### config.mk
export PLATFORM = sky130hd
export DESIGN_NAME = id_hazard_scoreboard_flat
export DESIGN_NICKNAME = d
export VERILOG_FILES = /design/src/rtl/id_hazard_scoreboard_if.sv /design/src/rtl/id_hazard_scoreboard.sv /design/src/flat_wrapper.sv
export SDC_FILE = /design/constraint.sdc
export NUM_CORES = 1
export LEC_CHECK = 0
export BUFFER_PORTS_ARGS = -buffer_cell sky130_fd_sc_hd__buf_2
export CAP_MARGIN = 10
export CORE_UTILIZATION = 35
export DETAILED_ROUTE_END_ITERATION = 12
export PLACE_DENSITY = 0.59
export SLEW_MARGIN = 20
export SYNTH_ARGS = -nofsm -noshare
export SYNTH_HDL_FRONTEND = slang
export SYNTH_SLANG_ARGS = --single-unit
### constraint.sdc
create_clock -name Clk -period 8.4 [get_ports Clk]
set_input_delay 0.42 -clock Clk [delete_from_list [all_inputs] [get_ports Clk]]
set_output_delay 0.42 -clock Clk [all_outputs]
set_load 0.02 [all_outputs]
### src/rtl/id_hazard_scoreboard_if.sv
// Issue-side bundle between the ID stage and the hazard scoreboard.
// master = ID issue logic, slave = scoreboard.
interface id_hazard_scoreboard_if #(
    parameter int ADDR_W  = 5,
    parameter int LAT_W   = 3,
    parameter int NUM_SRC = 2
);
    logic                      issue_valid;
    logic                      flush;
    logic                      issue_we;
    logic [ADDR_W-1:0]         issue_dst;
    logic [LAT_W-1:0]          issue_lat;
    logic [NUM_SRC-1:0]        src_used;
    logic [NUM_SRC*ADDR_W-1:0] src_addr;
    logic                      stall;
    logic                      issue_accept;
    logic [NUM_SRC-1:0]        src_busy;
    logic [NUM_SRC-1:0]        src_bypass;
    logic                      pending_any;

    modport master (
        output issue_valid, flush, issue_we, issue_dst, issue_lat,
        output src_used, src_addr,
        input  stall, issue_accept, src_busy, src_bypass, pending_any
    );

    modport slave (
        input  issue_valid, flush, issue_we, issue_dst, issue_lat,
        input  src_used, src_addr,
        output stall, issue_accept, src_busy, src_bypass, pending_any
    );
endinterface

### src/rtl/id_hazard_scoreboard.sv
// ID-stage per-register countdown scoreboard driving stall/issue-accept.
// Optional macro SCOREBOARD_FWD_EN: treat cnt==1 as satisfied by the WB bypass.
module id_hazard_scoreboard #(
    parameter int NUM_REGS = 32,
    parameter int ADDR_W   = 5,
    parameter int LAT_W    = 3,
    parameter int NUM_SRC  = 2
) (
    input logic Clk,
    input logic Rst,
    id_hazard_scoreboard_if.slave bus
);
    localparam logic [LAT_W-1:0] ONE = LAT_W'(1);

    logic [LAT_W-1:0]   cnt     [1:NUM_REGS-1];
    logic [LAT_W-1:0]   cnt_nxt [1:NUM_REGS-1];
    logic [LAT_W-1:0]   src_cnt [NUM_SRC];
    logic [NUM_SRC-1:0] busy;
    logic [NUM_SRC-1:0] bypass;
    logic               live;
    logic               stall;
    logic               accept;
    logic               pend;

    function automatic logic [LAT_W-1:0] dec_of(input logic [LAT_W-1:0] c);
        return (c == '0) ? '0 : c - ONE;
    endfunction

    // Register 0 and out-of-range addresses fall through with a zero count.
    always_comb begin
        for (int i = 0; i < NUM_SRC; i++) begin
            src_cnt[i] = '0;
            for (int r = 1; r < NUM_REGS; r++) begin
                if (bus.src_addr[i*ADDR_W +: ADDR_W] == ADDR_W'(r))
                    src_cnt[i] = cnt[r];
            end
        end
    end

    always_comb begin
        busy   = '0;
        bypass = '0;
        for (int i = 0; i < NUM_SRC; i++) begin
`ifdef SCOREBOARD_FWD_EN
            busy[i]   = bus.src_used[i] & (src_cnt[i] > ONE);
            bypass[i] = bus.src_used[i] & (src_cnt[i] == ONE);
`else
            busy[i]   = bus.src_used[i] & (src_cnt[i] != '0);
`endif
        end
    end

    assign live   = bus.issue_valid & ~bus.flush;
    assign stall  = live & (|busy);
    assign accept = live & ~stall;

    always_comb begin
        pend = 1'b0;
        for (int r = 1; r < NUM_REGS; r++)
            pend = pend | (cnt[r] != '0);
    end

    // A new write never shortens an outstanding one (WAW keeps the max).
    always_comb begin
        for (int r = 1; r < NUM_REGS; r++) begin
            cnt_nxt[r] = dec_of(cnt[r]);
            if (accept && bus.issue_we && bus.issue_lat != '0 &&
                bus.issue_dst == ADDR_W'(r)) begin
                if (bus.issue_lat > dec_of(cnt[r]))
                    cnt_nxt[r] = bus.issue_lat;
            end
        end
    end

    always_ff @(posedge Clk or posedge Rst) begin
        if (Rst) begin
            for (int r = 1; r < NUM_REGS; r++)
                cnt[r] <= '0;
        end else begin
            for (int r = 1; r < NUM_REGS; r++)
                cnt[r] <= cnt_nxt[r];
        end
    end

    assign bus.stall        = stall;
    assign bus.issue_accept = accept;
    assign bus.src_busy     = busy;
    assign bus.src_bypass   = bypass;
    assign bus.pending_any  = pend;
endmodule
### src/flat_wrapper.sv
// flat-port wrapper written by rule: the top's interface ports become plain ports
module id_hazard_scoreboard_flat 
#(
    parameter int NUM_REGS = 32,
    parameter int ADDR_W   = 5,
    parameter int LAT_W    = 3,
    parameter int NUM_SRC  = 2
)
  (Clk, Rst, bus_issue_valid, bus_flush, bus_issue_we, bus_issue_dst, bus_issue_lat, bus_src_used, bus_src_addr, bus_stall, bus_issue_accept, bus_src_busy, bus_src_bypass, bus_pending_any);
  id_hazard_scoreboard_if #(.ADDR_W(ADDR_W), .LAT_W(LAT_W), .NUM_SRC(NUM_SRC)) bus_i ();
  input logic Clk;
  input logic Rst;
  input wire logic [$bits(bus_i.issue_valid)-1:0] bus_issue_valid;
  input wire logic [$bits(bus_i.flush)-1:0] bus_flush;
  input wire logic [$bits(bus_i.issue_we)-1:0] bus_issue_we;
  input wire logic [$bits(bus_i.issue_dst)-1:0] bus_issue_dst;
  input wire logic [$bits(bus_i.issue_lat)-1:0] bus_issue_lat;
  input wire logic [$bits(bus_i.src_used)-1:0] bus_src_used;
  input wire logic [$bits(bus_i.src_addr)-1:0] bus_src_addr;
  output wire logic [$bits(bus_i.stall)-1:0] bus_stall;
  output wire logic [$bits(bus_i.issue_accept)-1:0] bus_issue_accept;
  output wire logic [$bits(bus_i.src_busy)-1:0] bus_src_busy;
  output wire logic [$bits(bus_i.src_bypass)-1:0] bus_src_bypass;
  output wire logic [$bits(bus_i.pending_any)-1:0] bus_pending_any;
  assign bus_i.issue_valid = bus_issue_valid;
  assign bus_i.flush = bus_flush;
  assign bus_i.issue_we = bus_issue_we;
  assign bus_i.issue_dst = bus_issue_dst;
  assign bus_i.issue_lat = bus_issue_lat;
  assign bus_i.src_used = bus_src_used;
  assign bus_i.src_addr = bus_src_addr;
  assign bus_stall = bus_i.stall;
  assign bus_issue_accept = bus_i.issue_accept;
  assign bus_src_busy = bus_i.src_busy;
  assign bus_src_bypass = bus_i.src_bypass;
  assign bus_pending_any = bus_i.pending_any;
  id_hazard_scoreboard #(.NUM_REGS(NUM_REGS), .ADDR_W(ADDR_W), .LAT_W(LAT_W), .NUM_SRC(NUM_SRC)) u_core (.Clk(Clk), .Rst(Rst), .bus(bus_i));
endmodule
==> key figures <==
Detailed routing
  – 1st-pass router iterations: 6
  – Antenna Nets Post-Route: 0
  – Routed vias: 8970
  – DR vias/cell: 5.67
  – Average routed wire per standard cell: 20.5 µm
  – DRT iter0 DRCs: 1044
  – Total wire length: 32500 µm
  – Remaining DRCs: 0

Clocking
  – H-tree depth: 3
  – Setup Fix Bufs, Post-CTS: 0
  – Clock sink count: 93
  – Worst skew pair latency: 0.37 ns
  – TritonCTS clock tree: done
  – CTS max path bufs: 2
  – Worst-path clk slew: 0.08 ns
  – Root buffer cell: clkbuf_16
  – Inserted Clock Buffers: 9
  – # hold bufs at CTS: 0
  – Post-cts repair resize count: 0

Final layout
  – Layout area overhead: 7.30%
  – Post-Layout Cell Count: 1582
  – Ant. Diodes: 0
  – Top reg by flops: u_core.cnt
  – Largest regs: u_core.cnt: 93 flops
  – Share of layout cells above drive strength 1: 0.137
  – Number of nets in the layout: 1373
  – Number of flip-flops in the largest register: 93

Power
  – Sequential Power Share: 0.363
  – Peak VDD IR: 0.0864 mV
  – Sw Share: 0.385
  – Combinational Power Share: 0.316
  – Clock power frac: 0.321
  – P_int: 0.860 mW
  – Static Leak: 5.27 nW
  – Pwr dens: 127 nW/µm²
  – NetSw: 0.537 mW

Critical path
  – CP Class: in2out
  – R2r startpoint: u_core.cnt[84]$_DFF_PP0_
  – Startpoint type of the worst setup path: primary input
  – Worst path max stage delay: 0.72 ns
  – Crit end category: output port
  – Crit-path leading delay family: compound AO/OA/AOI/OAI gates
  – CP max stage cell: a31oi_4
  – CP required: 7.98 ns
  – Critical path data arrival time: 4.43 ns
  – Crit-path cells: buf_2, buf_4, mux2_2, a221oi_1, a311oi_1, a2111oi_0, a2bb2oi_1, nand2_1, a31oi_4, buf_4, and2_1, and3b_1, buf_2
  – CP max FO: 53
  – WP buf/inv: 4
  – Critical Path Source: bus_src_addr[0]

Logic synthesis
  – Main combinational cell family by area after synthesis: simple AND/OR/NAND/NOR gates
  – Synth Flop Type: dfrtp_1
  – Synth area leader: dfrtp_1
  – Synth top area cells: dfrtp_1 (23%), ha_1 (19%), mux2_2 (7.6%)
  – Adder-cell share of the synthesized area: 0.189
  – Cells after Synth: 1195
  – Yosys warns: 0
  – Syn avg cell area: 8.60 µm²
  – Number of enable flip-flop cells after synthesis: 0
  – Synth Area in XOR/XNOR: 0
  – Post-synth cell types: 72
  – Synth Area in Compound Gates: 0.179
  – Mux contribution to synthesized area: 0.132
  – Cell Area, Synth: 10300 µm²
  – Share of flip-flops with an asynchronous set or reset: 1.00
  – Sequential share of the synthesized area: 0.226
  – Post-synth top area share: 0.226
  – Yosys reg bits: 93
  – Post-synthesis simple-gate area fraction: 0.200

Timing
  – Post-Route Skew: 0.0110 ns
  – Final Hold Viols: 0
  – Setup tns final: 0 ns
  – Slew HR: 0.424
  – Setup Viol. Count Final: 0
  – Final Max Tran Viols: 0
  – Final period util: 0.578
  – Tmin final: 4.85 ns
  – Fmax: 206 MHz
  – Hold WS: 0.0785 ns
  – Worst slew pin tran: 0.864 ns
  – RSZ-0062 raised after global routing: false

Min path
  – Worst hold path type: in2async

Run status
  – Status: completed

Floorplanning
  – Die Ht: 173 µm
  – Die X: 173 µm
  – Die area: 30100 µm²
  – Std cell rows: 62
  – Ports: 32
  – Initial core utilization: 0.357
  – Core area: 28800 µm²

GRT
  – Largest net degree at the start of global routing: 64
  – Initial antenna violation count: 0
  – Vias in the first global route: 8924
  – Total GRT Usage: 0.222
  – Total grt overflow: 0
  – First-pass GRT wire length: 51700 µm

Placed design
  – PortBufs: 29
  – Placed cell count: 1566
  – Post-DP HPWL: 24200 µm
  – GPL Wtd Cong: 0.979

Run
  – Maxcap violations: 0
## power by group through the flow
stage                     Clock (mW)  Sequential (mW)  Combinational [mW]
after floorplan                    0            0.499               0.309
after global placement             0            0.514               0.431
after detailed placement           0            0.514               0.439
after CTS                      0.456            0.505               0.441
after global routing           0.473            0.510               0.494
final                          0.448            0.507               0.442
## synthesized netlist by cell type, types with 7 or more instances
cell,number
ha_1,155
inv_1,127
nor2_1,116
dfrtp_1,93
a21oi_1,78
mux2_2,69
o21ai_0,51
mux2i_1,47
nand2_1,46
a31oi_1,34
nor2b_1,34
and2_1,33
nand3_1,29
buf_2,24
nand3_4,20
a21o_1,19
clkbuf_1,19
o21a_1,19
nand2b_1,18
nor3_1,17
nand4_1,11
o22ai_1,10
buf_4,8
nor4_1,7
## worst paths after layout
kind	cells past startpoint	slack (ns)	to
min in group Clk	6	0.61	u_core.cnt[46]$_DFF_PP0_
worst max register to register	10	4.42	u_core.cnt[6]$_DFF_PP0_
worst min register to register	2	0.66	u_core.cnt[49]$_DFF_PP0_
max in group asynchronous	3	7.14	u_core.cnt[31]$_DFF_PP0_
worst min-delay path	2	0.08	u_core.cnt[75]$_DFF_PP0_
worst max-delay path	13	3.55	bus_issue_accept
## layout by cell type (no fill, tap or decap), drive strengths merged, types with 7 or more instances in the layout
| master | netlist | routed |
|---|---|---|
| and2 | 34 | 34 |
| mux2i | 47 | 47 |
| nor4 | 7 | 7 |
| dfrtp | 93 | 93 |
| o21ai | 52 | 52 |
| nor2 | 116 | 116 |
| o22ai | 10 | 10 |
| nand3 | 49 | 49 |
| mux2 | 71 | 71 |
| o21a | 19 | 19 |
| nand2 | 46 | 46 |
| ha | 155 | 155 |
| clkbuf | 19 | 9 |
| inv | 127 | 131 |
| a21o | 19 | 19 |
| nor2b | 34 | 34 |
| buf | 35 | 40 |
| nand2b | 18 | 18 |
| nor3 | 17 | 17 |
| a21oi | 78 | 78 |
| a31oi | 35 | 35 |
| nand4 | 11 | 11 |
## per-layer routing
| layer | GRT usage | up-vias | share of wire |
|---|---|---|---|
| met3 | 0.0318 | 60 | 0.062 |
| li1 | - | 4241 | - |
| met1 | 0.306 | 4334 | 0.46 |
| met4 | 0.0693 | 0 | 0.027 |
| met5 | 0 | - | 0 |
| met2 | 0.356 | 335 | 0.45 |
## logic make-up after synthesis
group	Yosys count
AO/OA/AOI/OAI	283
adder cells (fa/ha/maj)	155
flip-flops	93
multiplexers	122
AND/OR/NAND/NOR	360
buffers and inverters	181
other	1
## metrics by stage
stage | setup slack [ns] | util | total power [mW] | cell area [µm²]
global placement | 3.68 | 0.373 | 0.945 | 10700
global route | 3.38 | 0.383 | 1.48 | 11000
detailed placement | 3.61 | 0.373 | 0.953 | 10700
CTS | 3.61 | 0.383 | 1.40 | 11000
floorplan | 5.14 | - | 0.808 | 10300
finish | 3.55 | 0.383 | 1.40 | 11000
## area by class of cell
| type | count | area, µm² |
|---|---|---|
| Fill cell | 2913 | 17700 |
| Multi-Input combinational cell | 922 | 7210 |
| Sequential cell | 93 | 2330 |
| Tap cell | 384 | 480 |
| Inverter | 127 | 479 |
| Timing Repair Buffer | 40 | 228 |
| Clock buffer | 9 | 225 |
| Clock inverter | 7 | 80.1 |
Power figures use the tool's default switching activity.
